File: src/rtl/mbuf_pkg.sv
// Shared types and AXI encodings for the multi-buffer AXI4 write slave.
package mbuf_pkg;

  typedef enum logic [1:0] {
    IDLE,
    DATA,
    RESP
  } wr_state_t;

  localparam logic [1:0] BURST_FIXED = 2'b00;
  localparam logic [1:0] BURST_INCR  = 2'b01;
  localparam logic [1:0] BURST_WRAP  = 2'b10;

  localparam logic [1:0] RESP_OKAY   = 2'b00;
  localparam logic [1:0] RESP_SLVERR = 2'b10;

  // Only FIXED and INCR map onto sequential fill; WRAP and the reserved code are errors.
  function automatic logic burst_is_err(input logic [1:0] burst);
    return !((burst == BURST_FIXED) || (burst == BURST_INCR));
  endfunction

endpackage

File: src/rtl/mbuf_bank.sv
// One burst buffer: beat storage with per-byte-lane write enables, stored beat count and full flag.
module mbuf_bank #(
  parameter int DW_g    = 64,
  parameter int DEPTH_g = 16
) (
  input  logic                       clk_i,
  input  logic                       rst_n_i,
  input  logic [DW_g/8-1:0]          we_i,
  input  logic [$clog2(DEPTH_g)-1:0] waddr_i,
  input  logic [DW_g-1:0]            wdata_i,
  input  logic [$clog2(DEPTH_g)-1:0] raddr_i,
  output logic [DW_g-1:0]            rdata_o,
  input  logic                       set_i,
  input  logic [$clog2(DEPTH_g):0]   count_i,
  input  logic                       clr_i,
  output logic                       full_o,
  output logic [$clog2(DEPTH_g):0]   count_o
);

  logic [DW_g-1:0] mem [DEPTH_g];

  // NOTE: storage is deliberately not reset; the full flag and count gate every read.
  always_ff @(posedge clk_i) begin
    for (int l = 0; l < DW_g / 8; l++) begin
      if (we_i[l]) mem[waddr_i][l*8 +: 8] <= wdata_i[l*8 +: 8];
    end
  end

  assign rdata_o = mem[raddr_i];

  always_ff @(posedge clk_i or negedge rst_n_i) begin
    if (!rst_n_i) begin
      full_o  <= 1'b0;
      count_o <= '0;
    end else if (set_i) begin
      full_o  <= 1'b1;
      count_o <= count_i;
    end else if (clr_i) begin
      full_o  <= 1'b0;
    end
  end

endmodule

File: src/rtl/multi_buffer_axi_wr_slv.sv
// AXI4 write slave filling NUM_BUF_g ring-ordered buffers, drained in fill order onto a stream.
// Optional macro MBUF_STRB_EN: honour wstrb per byte lane instead of writing full words.
module multi_buffer_axi_wr_slv
  import mbuf_pkg::*;
#(
  parameter int AXI_DW_g    = 64,
  parameter int AXI_AW_g    = 32,
  parameter int NUM_BUF_g   = 4,
  parameter int BUF_DEPTH_g = 16
) (
  input  logic                  clk_i,
  input  logic                  rst_n_i,
  output logic                  s_axi_awready_o,
  input  logic                  s_axi_awvalid_i,
  input  logic [AXI_AW_g-1:0]   s_axi_awaddr_i,
  input  logic [7:0]            s_axi_awlen_i,
  input  logic [2:0]            s_axi_awsize_i,
  input  logic [1:0]            s_axi_awburst_i,
  output logic                  s_axi_wready_o,
  input  logic                  s_axi_wvalid_i,
  input  logic [AXI_DW_g-1:0]   s_axi_wdata_i,
  input  logic [AXI_DW_g/8-1:0] s_axi_wstrb_i,
  input  logic                  s_axi_wlast_i,
  input  logic                  s_axi_bready_i,
  output logic                  s_axi_bvalid_o,
  output logic [1:0]            s_axi_bresp_o,
  output logic                  m_valid_o,
  input  logic                  m_ready_i,
  output logic [AXI_DW_g-1:0]   m_data_o,
  output logic                  m_last_o,
  output logic [NUM_BUF_g-1:0]  buf_full_o
);

  localparam int SW  = AXI_DW_g / 8;
  localparam int PW  = $clog2(NUM_BUF_g);
  localparam int DAW = $clog2(BUF_DEPTH_g);
  localparam logic [DAW:0] DEPTH_C = (DAW + 1)'(BUF_DEPTH_g);

  wr_state_t      state;
  logic [PW-1:0]  wr_ptr, rd_ptr;
  logic [DAW:0]   beat_cnt;
  logic [DAW-1:0] rd_cnt;
  logic [7:0]     len_left;
  logic           err;

  logic [AXI_DW_g-1:0] bank_rdata [NUM_BUF_g];
  logic [DAW:0]        bank_count [NUM_BUF_g];
  logic [DAW:0]        rd_count;
  logic [SW-1:0]       lane_en;

  logic aw_hs, w_hs, b_hs, drain_done;
  logic beat_sat, len_err, beat_err, buf_free;
  logic [DAW:0] fill_count;

`ifdef MBUF_STRB_EN
  assign lane_en = s_axi_wstrb_i;
  logic unused_ok;
  assign unused_ok = ^{s_axi_awaddr_i, s_axi_awsize_i};
`else
  assign lane_en = '1;
  logic unused_ok;
  assign unused_ok = ^{s_axi_awaddr_i, s_axi_awsize_i, s_axi_wstrb_i};
`endif

  assign aw_hs      = s_axi_awvalid_i && s_axi_awready_o;
  assign w_hs       = s_axi_wvalid_i && s_axi_wready_o;
  assign b_hs       = s_axi_bvalid_o && s_axi_bready_i;
  assign drain_done = m_valid_o && m_ready_i && m_last_o;

  // Beats past the buffer depth are swallowed; len_left flags early or late wlast.
  assign beat_sat   = (beat_cnt == DEPTH_C);
  assign len_err    = s_axi_wlast_i ? (len_left != 8'd0) : (len_left == 8'd0);
  assign beat_err   = err || beat_sat || len_err;
  assign fill_count = beat_sat ? DEPTH_C : beat_cnt + 1'b1;

  // Lookahead so awready rises in the cycle the drained buffer reads empty, never earlier.
  assign buf_free   = !buf_full_o[wr_ptr] || (drain_done && (rd_ptr == wr_ptr));

  for (genvar b = 0; b < NUM_BUF_g; b++) begin : g_bank
    mbuf_bank #(
      .DW_g    (AXI_DW_g),
      .DEPTH_g (BUF_DEPTH_g)
    ) u_bank (
      .clk_i   (clk_i),
      .rst_n_i (rst_n_i),
      .we_i    ((w_hs && !beat_sat && (wr_ptr == PW'(b))) ? lane_en : '0),
      .waddr_i (beat_cnt[DAW-1:0]),
      .wdata_i (s_axi_wdata_i),
      .raddr_i (rd_cnt),
      .rdata_o (bank_rdata[b]),
      .set_i   (w_hs && s_axi_wlast_i && (wr_ptr == PW'(b))),
      .count_i (fill_count),
      .clr_i   (drain_done && (rd_ptr == PW'(b))),
      .full_o  (buf_full_o[b]),
      .count_o (bank_count[b])
    );
  end

  always_ff @(posedge clk_i or negedge rst_n_i) begin
    if (!rst_n_i) begin
      state           <= IDLE;
      s_axi_awready_o <= 1'b0;
      s_axi_wready_o  <= 1'b0;
      s_axi_bvalid_o  <= 1'b0;
      s_axi_bresp_o   <= RESP_OKAY;
      wr_ptr          <= '0;
      beat_cnt        <= '0;
      len_left        <= '0;
      err             <= 1'b0;
    end else begin
      case (state)
        IDLE: begin
          if (aw_hs) begin
            state           <= DATA;
            s_axi_awready_o <= 1'b0;
            s_axi_wready_o  <= 1'b1;
            beat_cnt        <= '0;
            len_left        <= s_axi_awlen_i;
            err             <= burst_is_err(s_axi_awburst_i);
          end else begin
            s_axi_awready_o <= buf_free;
          end
        end
        DATA: begin
          if (w_hs) begin
            if (!beat_sat) beat_cnt <= beat_cnt + 1'b1;
            if (s_axi_wlast_i) begin
              state          <= RESP;
              s_axi_wready_o <= 1'b0;
              s_axi_bvalid_o <= 1'b1;
              s_axi_bresp_o  <= beat_err ? RESP_SLVERR : RESP_OKAY;
              wr_ptr         <= wr_ptr + 1'b1;
            end else begin
              err <= beat_err;
              if (len_left != 8'd0) len_left <= len_left - 1'b1;
            end
          end
        end
        RESP: begin
          if (b_hs) begin
            state           <= IDLE;
            s_axi_bvalid_o  <= 1'b0;
            s_axi_awready_o <= buf_free;
          end
        end
        default: state <= IDLE;
      endcase
    end
  end

  assign rd_count  = bank_count[rd_ptr];
  assign m_valid_o = buf_full_o[rd_ptr];
  assign m_last_o  = m_valid_o && ({1'b0, rd_cnt} == rd_count - 1'b1);
  assign m_data_o  = m_valid_o ? bank_rdata[rd_ptr] : '0;

  always_ff @(posedge clk_i or negedge rst_n_i) begin
    if (!rst_n_i) begin
      rd_ptr <= '0;
      rd_cnt <= '0;
    end else if (m_valid_o && m_ready_i) begin
      if (m_last_o) begin
        rd_cnt <= '0;
        rd_ptr <= rd_ptr + 1'b1;
      end else begin
        rd_cnt <= rd_cnt + 1'b1;
      end
    end
  end

endmodule

File: config.mk
export PLATFORM = sky130hd
export DESIGN_NAME = multi_buffer_axi_wr_slv
export DESIGN_NICKNAME = d
export VERILOG_FILES = /design/src/rtl/mbuf_pkg.sv /design/src/rtl/mbuf_bank.sv /design/src/rtl/multi_buffer_axi_wr_slv.sv
export SDC_FILE = /design/constraint.sdc
export NUM_CORES = 2
export LEC_CHECK = 0
export BUFFER_PORTS_ARGS = -buffer_cell sky130_fd_sc_hd__buf_4
export CAP_MARGIN = 5
export CORE_ASPECT_RATIO = 0.9
export CORE_UTILIZATION = 64
export CTS_BUF_LIST = sky130_fd_sc_hd__clkbuf_8
export DETAILED_ROUTE_END_ITERATION = 10
export PLACE_DENSITY = 0.81
export SLEW_MARGIN = 20
export SYNTH_ARGS = -nofsm -noshare
export SYNTH_HDL_FRONTEND = slang
export SYNTH_SLANG_ARGS = --single-unit
File: constraint.sdc
create_clock -name clk_i -period 7.9 [get_ports clk_i]
set_clock_uncertainty 0.05 [all_clocks]
set_input_delay 0 -clock clk_i [delete_from_list [all_inputs] [get_ports clk_i]]
set_output_delay 0 -clock clk_i [all_outputs]
set_load 0.05 [all_outputs]
==> results_dict.tcl <==
set metrics [dict create \
    antenna_found_initial 21 \
    avgViaCountPerCell 7.347 \
    drt-total-wl_um 441300 \
    clockBufferDepth 4 \
    drt_iter0_drc 14417 \
    synth_edf_count 4096 \
    required_ns 7.85 \
    slew_violations 0 \
    cts_sinks 4148 \
    start_kind "flip-flop" \
    synthArstFlopShare_pct 1.254 \
    layout.nets 7330 \
    gp_congestion 0.7693 \
    ant_nets 0 \
    met3_usage_pct 9.452 \
    ys_seq_area_share_pct 78.69 \
    fillers 12087 \
    syn-cell-area_um2 158000 \
    die_h_um 473.3 \
    tightestPinTransition_ns 1.253 \
    tns_ns 0 \
    slowest_stage "dfrtp_4" \
    post-place-ws_ns 3.214 \
    crit_type "reg2out" \
    max_freq_ghz 0.1711 \
    die_x_um 525.7 \
    cts-root-buf "clkbuf_8" \
    hold_depth 2 \
    grt_busiest_layer "met2" \
    place_hpwl_um 220700 \
    grt_first_pass_wirelength_um 612700 \
    dieArea_um2 248800 \
    ys_ff_latch 4148 \
    initial_core_util_pct 64.55 \
    outcome "completed" \
    ys_warn_count 0 \
    core_area_um2 244700 \
    syn2layout_area_growth_pct 12.54 \
    cp-startpoint "rd_cnt[1]" \
    cts_setup_buffers 0 \
    avgRoutedWirePerCell_um 40.49 \
    syn_avg_cell_area_um2 24.91 \
    drt_pre_antenna_iters 5 \
    use_met1_pct 46.41 \
    post-route-min-period_ns 5.846 \
    hold_viol 0 \
    ir_drop_mv 0.4466 \
    critPathBufInv 3 \
    syn_nets 6480 \
    cpLargestDelayFamily "buffers and inverters" \
    p_leak_uw 0.05640 \
    relSlewSlack_pct 16.45 \
    hp-start "s_axi_wdata_i[1]" \
    timing.rr.start "beat_cnt[2]" \
    cts.clk_slew.worst_paths_ns 0.06 \
    io_buffers 153 \
    grt_overflow 0 \
    cp_max_fo 96 \
    rows 172 \
    grt_pass1_vias 82307 \
    netlist_instances 6340 \
    p_per_area_nw_per_um2 332.8 \
    arrival_ns 5.80 \
    cpPeakStageDelay_ns 1.03 \
    cts-buffers-inserted 620 \
    period_share_pct 74.00 \
    synth_top_flop_cell "edfxtp_1" \
    finalSetupViolCount 0 \
    grt_max_degree 152 \
    postCtsResizedCells 0 \
    drive_gt1_share_pct 32.52 \
    use_met2_pct 56.40 \
    cp-end-kind "output pin" \
    cp.depth 7 \
    grt_usage_pct 35.94 \
    rsz0062_at_grt "false" \
    reg2reg_depth 8 \
    timing.final.ws_setup_ns 2.054 \
    synth_cell_types 48 \
    htree_levels 6 \
    cts_tree "built" \
    max-cap-violations 0 \
    path_cells "buf_12 > buf_4 > mux4_2 > mux4_2 > a22oi_1 > o221ai_1 > buf_4" \
    insertion_delay_ns 1.08 \
    vias 80080 \
    drc_errors 0 \
    hp-class "in2reg" \
    ios 199 \
]
-- synth_stat cells, types with 2 or more instances --
cell       number  area share, %
dfrtp_1        52           0.82
and2_1          2         0.0079
clkbuf_1      183           0.43
nor2b_1         2         0.0079
a21o_1          4          0.019
buf_1          21          0.050
o21ai_1        23          0.073
nand2_1        66           0.16
xor2_1          5          0.028
and3_1          4          0.016
o221ai_1       64           0.35
o211ai_1        2         0.0095
nand2b_1        2         0.0079
a22oi_1        67           0.32
nand3_1        22          0.070
inv_2           2         0.0048
ha_1           16           0.13
mux4_2       1287             18
o2bb2ai_1       2          0.011
a22o_1          2          0.011
nor2_1         78           0.19
inv_1         144           0.34
xnor2_1        11          0.061
o22ai_1         2         0.0079
nand4_1         3          0.012
o21ai_0         9          0.029
nor3_1          9          0.029
a2bb2oi_1       5          0.028
a21oi_1        11          0.035
buf_2         108           0.34
edfxtp_1     4096             78
buf_4          20          0.095
-- per-layer routing --
metal	part of all wire, %	routed length [um]	vias to the layer above
met2	48	212100	8156
met4	6.5	28510	18
li1	-	-	29324
met1	31	135400	40954
met5	0.025	110	-
met3	15	65200	1628
-- kinds of logic after synthesis --
| kind of cell | share of synthesized area [%] |
|---|---|
| AOI/OAI and AO/OA | 0.9410 |
| xor gates and xnor gates | 0.08871 |
| adders and majority gates | 0.1267 |
| buffers and inverters | 1.276 |
| DFF | 78.69 |
| muxes | 18.36 |
| other | 0.002374 |
| and+or+nand+nor | 0.5093 |
-- registers in the layout, indices dropped and copies added (netlist names) --
signal	flops
rd_cnt	4
g_bank.u_bank.mem	4096
len_left	8
g_bank.u_bank.full_o	4
beat_cnt	5
s_axi_bresp_o	1
g_bank.u_bank.count_o	20
s_axi_bvalid_o	1
err	1
s_axi_awready_o	1
wr_ptr	2
rd_ptr	2
s_axi_wready_o	1
state	2
-- report_power, final --
| group | switching, uW | leakage (uW) | internal [uW] |
|---|---|---|---|
| Sequential | 432 | 0.0375 | 24600 |
| Clock | 8230 | 0.00632 | 7840 |
| Combinational | 10100 | 0.0126 | 7930 |
-- final cells by class --
class / instances / area, um2 / area share, %
flip-flops and latches: 4148 / 124300 / 69.93
repair buffers: 561 / 5639 / 3.172
clock buffers: 641 / 8822 / 4.963
diodes: 17 / 42.54 / 0.02393
clock inverters: 454 / 2210 / 1.243
well taps: 3219 / 4028 / 2.266
inverters: 146 / 548.0 / 0.3083
multi-input cells: 1713 / 32160 / 18.09
-- through the flow --
stage	cell area (um2)	util (%)	hold slack [ns]	std cells	total power, uW
floorplan	158000	-	-0.3456	6340	37780
global placement	163900	66.97	0.01160	9562	42550
detailed placement	164000	67.02	0.03179	9567	43110
CTS	177700	72.63	0.01057	10882	59010
global route	177700	72.64	0.04269	10889	60750
finish	177800	72.65	0.06630	10899	59160
-- timing repair --
action                                  4_1_cts  5_1_grt
hold endpoints to repair                   4200        0
hold buffers                                220        0
endpoints found under the setup margin        0        0
-- cell usage in the layout (no fill, tap or decap), types with 65 or more instances in the layout --
cell type	count
a22oi_1	67
mux4_2	1287
edfxtp_1	4096
buf_4	312
clkinv_1	168
dlygate4sd3_1	173
clkbuf_8	641
inv_1	329
buf_12	65
nand2_1	66
-- final timing paths --
check,to,slack (ns)
setup / recovery,m_data_o[49],2.05
hold / removal,g_bank[2].u_bank.mem[12][1],0.07
setup reg to reg,g_bank[1].u_bank.mem[7][12],3.44
hold reg to reg,g_bank[2].u_bank.count_o[2],0.44
max in group asynchronous,rd_cnt[1],6.96
min in group asynchronous,len_left[6],0.58
Note: power is estimated with default switching activity, not from simulation.
